<file path="src/rtl/fft_pkg.sv">
// Shared types and sizing helpers for the FFT control and datapath blocks.
package fft_pkg;

  typedef enum logic [1:0] {IDLE, ISSUE, WB, FIN} fft_state_t;

  function automatic int fft_log2n(input int n);
    int r;
    r = 0;
    for (int i = 0; i < 31; i++)
      if ((1 << i) < n) r = i + 1;
    return r;
  endfunction

  localparam int FFT_SAMPLES = 4;
  localparam int FFT_IDX_W   = fft_log2n(FFT_SAMPLES);
  localparam int FFT_TW_W    = FFT_IDX_W - 1;

endpackage

</file>
<file path="src/rtl/fft_stage_sequencer_if.sv">
// Butterfly command channel: operand index pair plus twiddle exponent, valid/ready.
interface fft_stage_sequencer_if #(
  parameter int SAMPLES = 4
);
  localparam int IW = fft_pkg::fft_log2n(SAMPLES);

  logic          bf_valid;
  logic          bf_ready;
  logic [IW-1:0] in1_idx;
  logic [IW-1:0] in2_idx;
  logic [IW-2:0] twiddle_idx;

  modport master (output bf_valid, in1_idx, in2_idx, twiddle_idx, input bf_ready);
  modport slave  (input bf_valid, in1_idx, in2_idx, twiddle_idx, output bf_ready);
endinterface

</file>
<file path="src/rtl/fft_addr_gen.sv">
// Combinational (stage, group, butterfly) to operand/twiddle index mapping.
module fft_addr_gen import fft_pkg::*; #(
  parameter int SAMPLES = 4
) (
  input  logic [fft_log2n(SAMPLES)-1:0] s,
  input  logic [fft_log2n(SAMPLES)-1:0] g,
  input  logic [fft_log2n(SAMPLES)-1:0] j,
  output logic [fft_log2n(SAMPLES)-1:0] in1,
  output logic [fft_log2n(SAMPLES)-1:0] in2,
  output logic [fft_log2n(SAMPLES)-2:0] tw
);
  localparam int IW = fft_log2n(SAMPLES);
  localparam int TW = IW - 1;

  logic [IW-1:0] half;
  logic [IW-1:0] base;

  // base = g * 2 * half; all terms stay below N so index-width arithmetic is exact
  always_comb begin
    half = IW'(1) << s;
    base = (g << s) << 1;
    in1  = base + j;
    in2  = in1 + half;
    tw   = TW'(j << (IW'(IW - 1) - s));
  end

endmodule

</file>
<file path="src/rtl/fft_stage_sequencer.sv">
// Walks every stage/group/butterfly of a radix-2 DIT FFT over one shared butterfly unit.
module fft_stage_sequencer import fft_pkg::*; #(
  parameter int SAMPLES = 4,
  parameter int WB_LAT  = 1
) (
  input  logic                          clk,
  input  logic                          rst_n,
  input  logic                          start,
  fft_stage_sequencer_if.master         bf,
  output logic [fft_log2n(SAMPLES)-1:0] stage,
  output logic                          busy,
  output logic                          done
);
  localparam int IW  = fft_log2n(SAMPLES);
  localparam int TW  = IW - 1;
  localparam int WBW = (WB_LAT > 1) ? $clog2(WB_LAT) : 1;

  fft_state_t    state, state_n;
  logic [IW-1:0] s, g, j;
  logic [IW-1:0] s_n, g_n, j_n;
  logic [WBW-1:0] wb_cnt, wb_n;
  logic [IW-1:0] half_m1, grp_m1;
  logic [IW-1:0] in1_n, in2_n;
  logic [TW-1:0] tw_n;

  always_comb begin
    half_m1 = (IW'(1) << s) - IW'(1);
    grp_m1  = IW'((SAMPLES >> (int'(s) + 1)) - 1);
  end

  always_comb begin
    state_n = state;
    s_n     = s;
    g_n     = g;
    j_n     = j;
    wb_n    = wb_cnt;
    case (state)
      IDLE: begin
        if (start) begin
          state_n = ISSUE;
          s_n     = '0;
          g_n     = '0;
          j_n     = '0;
        end
      end
      ISSUE: begin
        if (bf.bf_valid && bf.bf_ready) begin
          if (j == half_m1) begin
            j_n = '0;
            if (g == grp_m1) begin
              g_n     = '0;
              wb_n    = '0;
              state_n = WB;
            end else begin
              g_n = g + IW'(1);
            end
          end else begin
            j_n = j + IW'(1);
          end
        end
      end
      WB: begin
        if (wb_cnt == WBW'(WB_LAT - 1)) begin
          if (s == IW'(IW - 1)) begin
            state_n = FIN;
          end else begin
            s_n     = s + IW'(1);
            state_n = ISSUE;
          end
        end else begin
          wb_n = wb_cnt + WBW'(1);
        end
      end
      FIN:     state_n = IDLE;
      default: state_n = IDLE;
    endcase
  end

  fft_addr_gen #(.SAMPLES(SAMPLES)) u_addr_gen (
    .s   (s_n),
    .g   (g_n),
    .j   (j_n),
    .in1 (in1_n),
    .in2 (in2_n),
    .tw  (tw_n)
  );

  // Outputs are registered from the next-state counters so a command lands the cycle its state begins
  always_ff @(posedge clk) begin
    if (!rst_n) begin
      state          <= IDLE;
      s              <= '0;
      g              <= '0;
      j              <= '0;
      wb_cnt         <= '0;
      bf.bf_valid    <= 1'b0;
      bf.in1_idx     <= '0;
      bf.in2_idx     <= '0;
      bf.twiddle_idx <= '0;
      busy           <= 1'b0;
      done           <= 1'b0;
    end else begin
      state          <= state_n;
      s              <= s_n;
      g              <= g_n;
      j              <= j_n;
      wb_cnt         <= wb_n;
      bf.bf_valid    <= (state_n == ISSUE);
      bf.in1_idx     <= in1_n;
      bf.in2_idx     <= in2_n;
      bf.twiddle_idx <= tw_n;
      busy           <= (state_n != IDLE);
      done           <= (state_n == FIN);
    end
  end

  assign stage = s;

endmodule

</file>
<file path="src/flat_wrapper.sv">
// flat-port wrapper written by rule: the top's interface ports become plain ports
module fft_stage_sequencer_flat import fft_pkg::*;
#(
  parameter int SAMPLES = 4,
  parameter int WB_LAT  = 1
)
  (clk, rst_n, start, stage, busy, done, bf_bf_valid, bf_in1_idx, bf_in2_idx, bf_twiddle_idx, bf_bf_ready);
  fft_stage_sequencer_if #(.SAMPLES(SAMPLES)) bf_i ();
  input  logic clk;
  input  logic rst_n;
  input  logic start;
  output logic [fft_log2n(SAMPLES)-1:0] stage;
  output logic busy;
  output logic done;
  output wire logic [$bits(bf_i.bf_valid)-1:0] bf_bf_valid;
  output wire logic [$bits(bf_i.in1_idx)-1:0] bf_in1_idx;
  output wire logic [$bits(bf_i.in2_idx)-1:0] bf_in2_idx;
  output wire logic [$bits(bf_i.twiddle_idx)-1:0] bf_twiddle_idx;
  input wire logic [$bits(bf_i.bf_ready)-1:0] bf_bf_ready;
  assign bf_bf_valid = bf_i.bf_valid;
  assign bf_in1_idx = bf_i.in1_idx;
  assign bf_in2_idx = bf_i.in2_idx;
  assign bf_twiddle_idx = bf_i.twiddle_idx;
  assign bf_i.bf_ready = bf_bf_ready;
  fft_stage_sequencer #(.SAMPLES(SAMPLES), .WB_LAT(WB_LAT)) u_core (.clk(clk), .rst_n(rst_n), .start(start), .bf(bf_i), .stage(stage), .busy(busy), .done(done));
endmodule
</file>
<file path="config.mk">
export PLATFORM = sky130hd
export DESIGN_NAME = fft_stage_sequencer_flat
export DESIGN_NICKNAME = d
export VERILOG_FILES = /design/src/rtl/fft_pkg.sv /design/src/rtl/fft_stage_sequencer_if.sv /design/src/rtl/fft_addr_gen.sv /design/src/rtl/fft_stage_sequencer.sv /design/src/flat_wrapper.sv
export SDC_FILE = /design/constraint.sdc
export NUM_CORES = 1
export LEC_CHECK = 0
export ABC_AREA = 1
export CORE_MARGIN = 2
export CORE_UTILIZATION = 54
export CTS_CLUSTER_SIZE = 30
export DETAILED_ROUTE_END_ITERATION = 10
export GPL_TIMING_DRIVEN = 0
export HOLD_SLACK_MARGIN = 0.15
export PLACE_DENSITY = 0.81
export REMOVE_ABC_BUFFERS = 1
export SYNTH_ARGS = -nofsm -noshare
export SYNTH_HDL_FRONTEND = slang
export SYNTH_SLANG_ARGS = --single-unit
</file>
<file path="constraint.sdc">
create_clock -name clk -period 3.2 [get_ports clk]
set_input_delay 0.48 -clock clk [delete_from_list [all_inputs] [get_ports clk]]
set_output_delay 0.48 -clock clk [all_outputs]
set_load 0.1 [all_outputs]
</file>
==> results of run 1 <==
through the flow:
step,total power (W),cell area [um^2]
global placement,0.000257,966
detailed placement,0.000258,966
finish,0.000369,996
global route,0.000386,996
floorplan,0.000242,816
CTS,0.000369,996
layer usage:
| layer | share of wire [%] | routed length [um] | global-route usage (%) | vias to the layer above |
|---|---|---|---|---|
| met5 | 0 | 0 | 0 | - |
| met4 | 0.73 | 11 | 5.45 | 0 |
| met3 | 4.6 | 69 | 5.53 | 2 |
| met2 | 46 | 698 | 30.4 | 15 |
| met1 | 49 | 737 | 23.4 | 314 |
| li1 | - | - | - | 388 |
worst register-to-register path, cell delays in order (launching register included):
cell	delay (ps)
dfxtp_1	530
nor2_1	100
nand2_1	70
nand2_1	80
nor2_4	120
o21ai_0	90
and3_1	180
ha_1	200
inv_1	90
nand3_2	80
nand2_2	60
nor2_2	30
power by group through the flow:
stage                     Clock [W]  Sequential [W]  Combinational, W
after floorplan                   0        0.000223         0.0000190
after global routing       0.000128        0.000196         0.0000629
after CTS                  0.000115        0.000195         0.0000590
after detailed placement          0        0.000199         0.0000585
after global placement            0        0.000199         0.0000582
final                      0.000116        0.000195         0.0000586
cells by family (layout without fill, tap and decap cells):
family / count (synthesis) / in the layout
buffers and inverters: 23 / 38
AND/OR/NAND/NOR: 64 / 64
AO/OA/AOI/OAI: 11 / 11
adder cells (fa/ha/maj): 1 / 1
XOR/XNOR: 3 / 3
flip-flops: 15 / 15
cell usage after synthesis:
library cell  instances  share of area, %
nor2_1               13               5.8
o21ai_1               2               1.2
xor2_1                2               2.1
ha_1                  1               1.5
nand2_2               5               3.7
nor2_4                2               2.7
nand4_1               2               1.5
buf_6                 1               1.3
a21oi_2               1               1.0
inv_1                15               6.7
xnor2_1               1               1.0
o21ai_2               2               2.1
nand3_2               5               6.0
nor3_1                1              0.60
buf_4                 1              0.90
inv_2                 5               2.2
nor2_2                7               5.2
dfxtp_1              15                36
clkinv_1              1              0.45
o21ai_0               3               1.8
a21oi_1               3               1.8
nand3_1               5               3.0
and3_1                1              0.75
nand2_1              23                10
area by class of cell:
type / instances / area [um^2]
Fill cell: 128 / 475
Multi-Input combinational cell: 79 / 437
Sequential cell: 15 / 300
Timing Repair Buffer: 13 / 130
Inverter: 21 / 78.8
Clock buffer: 3 / 22.5
Tap cell: 16 / 20.0
Clock inverter: 1 / 7.51
final timing paths:
path | from | end | slack [ps]
worst min register to register | u_core.g[1]$_SDFFE_PN0N_ | u_core.g[1]$_SDFFE_PN0N_ | 530
worst min-delay path | u_core.g[1]$_SDFFE_PN0N_ | u_core.g[1]$_SDFFE_PN0N_ | 530
worst max register to register | u_core.stage[1]$_SDFF_PN0_ | u_core.bf.in2_idx[1]$_SDFF_PN0_ | 1460
worst max-delay path | u_core.stage[1]$_SDFF_PN0_ | stage[1] | 700
flip-flops by register name (all words and copies together) (netlist names):
name and flops:
u_core.bf.in1_idx 2, u_core.bf.in2_idx 2, u_core.g 2, u_core.stage 2, u_core.state 2, u_core.bf.bf_valid 1, u_core.bf.twiddle_idx 1, u_core.busy 1
u_core.done 1, u_core.j 1
==> impl_metrics.json, run 1 <==
{
  "outcome": "finished, final reports clean",
  "max_freq_mhz": 400,
  "worstSetupStartpointType": "register",
  "whs_ps": 525,
  "start_util_pct": 56.7,
  "synth_cell_types": 24,
  "drive_gt1_share_pct": 23.5,
  "synthSimpleGateAreaFrac_pct": 39.7,
  "placedCellCount": 144,
  "critPathSlowestCell": "clkdlybuf4s50_1",
  "finalClockSkew_ps": 6.38,
  "criticalPathCategory": "reg2out",
  "area_delta_synth_final_pct": 19.3,
  "fin_crit_ps": 2500,
  "drt_wl_total_mm": 1.52,
  "grt_pass1_vias": 625,
  "grt_usage_pct": 18.5,
  "period_share_pct": 78.1,
  "antenna_found_initial": 0,
  "synth-compound-area-share_pct": 7.95,
  "rsz0062_at_grt": "false",
  "insertion_delay_ps": 290,
  "clkPwrFrac_pct": 31.3,
  "final_cells": 148,
  "cts_made_buffers": 3,
  "worstSetupEndpointType": "output port",
  "crit_fanout": 9,
  "h-tree-depth": 1,
  "fp.dieH_um": 43.3,
  "cp.required_ps": 2720,
  "ys_seq_elements": 15,
  "fin_nets": 138,
  "cts_resized": 0,
  "synth_top_family_by_area": "simple AND/OR/NAND/NOR gates",
  "n_antenna_cell": 0,
  "slew_headroom_pct": 35.5,
  "fin_ws_ps": 701,
  "first_iter_violations": 11,
  "final_cell_mix": "nand2_1, inv_1, dfxtp_1, nor2_1, clkdlybuf4s50_1",
  "vias": 719,
  "io_buffers": 13,
  "path_clk_slew_ps": 100,
  "yosys-mux-area-fraction_pct": 0,
  "cp.depth": 1,
  "synth_xor_area_share_pct": 3.15,
  "pwr_density_cell_nw_per_um2": 370,
  "ys_seq_area_share_pct": 36.0,
  "vias_per_cell": 4.86,
  "synth_fa_ha_area_share_pct": 1.50,
  "rows": 14,
  "hold_viol": 0,
  "ir_worst_vdd_mv": 0.354,
  "avgSynthCellArea_um2": 7.13,
  "netSwitchingFraction_pct": 31.0,
  "path_delay_family": "buffers and inverters",
  "cts_setup_buffers": 0,
  "drv_cap": 0,
  "clockRootBuffer": "clkbuf_4",
  "p_leak_nw": 0.434,
  "cts_num_sinks": 15,
  "hold_buffers": 0,
  "min_path_type": "reg2reg",
  "dieArea_um2": 1880,
  "holdPathStages": 2,
  "finalMaxSlewViolations": 0,
  "synth_cells": 117,
  "wl_per_cell_um": 10.2,
  "combPwrFrac_pct": 15.9,
  "cts_tree": "done",
  "final_common_cell": "nand2_1",
  "netlist_area_um2": 835,
  "yosysWarningCount": 0,
  "switchingPower_w": 0.000115,
  "drcViolationCount": 0,
  "grt_pass1_wl_mm": 2.61,
  "drt-pass1-iter-count": 4,
  "dp_slack_ps": 1020,
  "grt_max_degree": 11,
  "slowest_delay_ps": 1200,
  "hpwlAfterDp_mm": 1.21,
  "io_pins": 14,
  "setup_viol": 0,
  "worst_slew_pin_slew_ps": 964,
  "die_x_um": 43.3,
  "intPower_w": 0.000254,
  "clk_path_buf_depth": 2,
  "path_cells": "clkdlybuf4s50_1",
  "core_um2": 1470,
  "place_congestion": 0.776,
  "seqPwrFrac_pct": 52.8,
  "ff2ff_path_depth": 11,
  "setup_tns_ps": 0,
  "cp.arrival_ps": 2020,
  "path_buf_inv": 1,
  "post-route-util_pct": 67.7,
  "antenna_left": 0,
  "overflow": 0
}
(Power assumes the default switching activity.)
==> run 2: changes to the inputs <==
--- a/config.mk
+++ b/config.mk
@@ -7,12 +7,12 @@
 export LEC_CHECK = 0
 export ABC_AREA = 1
 export CORE_MARGIN = 2
-export CORE_UTILIZATION = 54
+export CORE_UTILIZATION = 50
 export CTS_CLUSTER_SIZE = 30
 export DETAILED_ROUTE_END_ITERATION = 10
 export GPL_TIMING_DRIVEN = 0
 export HOLD_SLACK_MARGIN = 0.15
-export PLACE_DENSITY = 0.81
+export PLACE_DENSITY = 0.76
 export REMOVE_ABC_BUFFERS = 1
 export SYNTH_ARGS = -nofsm -noshare
 export SYNTH_HDL_FRONTEND = slang
==> constraint.sdc (replaced) <==
create_clock -name clk -period 2.53 [get_ports clk]
set_input_delay 0.3795 -clock clk [delete_from_list [all_inputs] [get_ports clk]]
set_output_delay 0.3795 -clock clk [all_outputs]
set_load 0.1 [all_outputs]
==> run 2 against run 1 <==
  * Final cell count unchanged
  * Combinational power up 27%
  * Clock-buffer cell count up 1
  * Clock power up 21%
  * Routed wire length up 1.7%
  * First-iteration DRC count up 55%
  * Largest cell class unchanged
  * Highest routed layer unchanged
==> impl_metrics.json, run 2 (synthesis results as in run 1) <==
{
  "critPathSlowestCell": "clkdlybuf4s50_1",
  "cp.required_ps": 2150,
  "antenna_left": 0,
  "drive_gt1_share_pct": 22.7,
  "cts_num_sinks": 15,
  "start_util_pct": 54.1,
  "die_x_um": 44.9,
  "pwr_density_cell_nw_per_um2": 464,
  "hold_viol": 0,
  "path_delay_family": "buffers and inverters",
  "cp.arrival_ps": 2030,
  "path_cells": "clkdlybuf4s50_1",
  "slowest_delay_ps": 1200,
  "core_um2": 1540,
  "cts_resized": 0,
  "slew_headroom_pct": 34.5,
  "r2r_end": "u_core.bf.in2_idx[1]$_SDFF_PN0_",
  "path_clk_slew_ps": 90,
  "antenna_found_initial": 0,
  "criticalPathCategory": "reg2out",
  "clk_path_buf_depth": 2,
  "io_pins": 14,
  "drt_wl_total_mm": 1.54,
  "hold_buffers": 0,
  "drcViolationCount": 0,
  "wl_per_cell_um": 10.4,
  "nFillCells": 139,
  "vias": 726,
  "place_congestion": 0.784,
  "io_buffers": 13,
  "timing.rr.start": "u_core.stage[1]$_SDFF_PN0_",
  "drv_cap": 0,
  "first_iter_violations": 17,
  "max_freq_mhz": 415,
  "cts_tree": "done",
  "cp.depth": 1,
  "h-tree-depth": 1,
  "worstSetupStartpointType": "register",
  "rows": 14,
  "vias_per_cell": 4.91,
  "outcome": "finished, final reports clean",
  "worstSetupEndpointType": "output port",
  "dieArea_um2": 2010,
  "finalMaxSlewViolations": 0,
  "hpwlAfterDp_mm": 1.24,
  "clockRootBuffer": "clkbuf_4",
  "drt-pass1-iter-count": 4,
  "rsz0062_at_grt": "false",
  "ir_worst_vdd_mv": 0.395,
  "fp.dieH_um": 44.9,
  "grt_usage_pct": 19.0,
  "insertion_delay_ps": 290,
  "period_share_pct": 95.1,
  "endpoint": "stage[1]",
  "min_path_type": "reg2reg",
  "cts_setup_buffers": 0,
  "path_buf_inv": 1,
  "area_delta_synth_final_pct": 18.9,
  "overflow": 0,
  "final_cell_mix": "nand2_1, inv_1, dfxtp_1, nor2_1, clkdlybuf4s50_1",
  "grt_max_degree": 10,
  "n_antenna_cell": 0,
  "grt_pass1_wl_mm": 2.75,
  "cts_made_buffers": 3,
  "regToRegSetupSlack_ps": 770,
  "ff2ff_path_depth": 11,
  "p_leak_nw": 0.435,
  "worstSetupStartpoint": "u_core.stage[1]$_SDFF_PN0_",
  "setup_tns_ps": 0,
  "finalClockSkew_ps": 9.95,
  "grt_pass1_vias": 653,
  "report.power.total_w": 0.000460,
  "setup_viol": 0,
  "final_common_cell": "nand2_1",
  "crit_fanout": 9,
  "worst_slew_pin_slew_ps": 980,
  "fin_nets": 138,
  "fin_crit_ps": 2410
}
==> run 2: per-layer routing <==
metal | GRT usage (%) | routed length, um | share of wire [%] | up-vias
met1 | 24.3 | 753 | 49 | 318
met5 | 0 | 0 | 0 | -
li1 | - | - | - | 391
met4 | 12.4 | 49 | 3.2 | 0
met2 | 28.7 | 666 | 43 | 12
met3 | 4.40 | 73 | 4.7 | 5
==> run 2: worst min-delay path by stage <==
stage | start | endpoint | cells past startpoint
2_1_floorplan | rst_n | u_core.bf.in2_idx[0]$_SDFF_PN0_ | 2
3_3_place_gp | u_core.g[1]$_SDFFE_PN0N_ | u_core.g[1]$_SDFFE_PN0N_ | 2
3_5_place_dp | u_core.g[1]$_SDFFE_PN0N_ | u_core.g[1]$_SDFFE_PN0N_ | 2
5_1_grt | u_core.g[1]$_SDFFE_PN0N_ | u_core.g[1]$_SDFFE_PN0N_ | 2
4_1_cts | u_core.g[1]$_SDFFE_PN0N_ | u_core.g[1]$_SDFFE_PN0N_ | 2
6_report | u_core.g[1]$_SDFFE_PN0N_ | u_core.g[1]$_SDFFE_PN0N_ | 2
==> run 2: where the power goes <==
part	internal (W)	switching [W]	leakage, nW	total (W)
Combinational	0.0000197	0.0000550	0.298	0.0000746
Sequential	0.000242	0.00000387	0.122	0.000246
Clock	0.0000615	0.0000781	0.0150	0.000140
Total	0.000323	0.000137	0.435	0.000460
==> run 2: tightest hold or removal path, stage by stage (launching register included) <==
cell	delay (ps)
dfxtp_1	350
nand2_1	70
a21oi_1	50
==> run 2: stage by stage <==
stage / std cells / hold WS, ps / utilization [%] / worst slack [ps] / cell area, um^2
after floorplan: 115 / 473 / - / 268 / 816
after global placement: 144 / 498 / 62.7 / 454 / 966
after detailed placement: 144 / 509 / 62.7 / 446 / 966
after CTS: 148 / 523 / 64.4 / 116 / 992
after global routing: 148 / 561 / 64.4 / 56.1 / 992
final: 148 / 515 / 64.4 / 123 / 992
==> run 2: final cells by class <==
type / count / area (um^2) / share of cell area, %
sequential: 15 / 300 / 30.3
multi-input combinational: 79 / 437 / 44.0
timing repair buffer: 13 / 130 / 13.1
inverter: 21 / 78.8 / 7.94
clock buffer: 4 / 26.3 / 2.65
tap: 16 / 20.0 / 2.02
==> run 3: changes to the inputs <==
--- a/config.mk
+++ b/config.mk
@@ -10,6 +10,7 @@
 export CORE_UTILIZATION = 50
 export CTS_CLUSTER_SIZE = 30
 export DETAILED_ROUTE_END_ITERATION = 10
+export GPL_ROUTABILITY_DRIVEN = 1
 export GPL_TIMING_DRIVEN = 0
 export HOLD_SLACK_MARGIN = 0.15
 export PLACE_DENSITY = 0.76
==> results of run 3 <==
The final DEF is identical to that of run 2; final timing and power are the same.
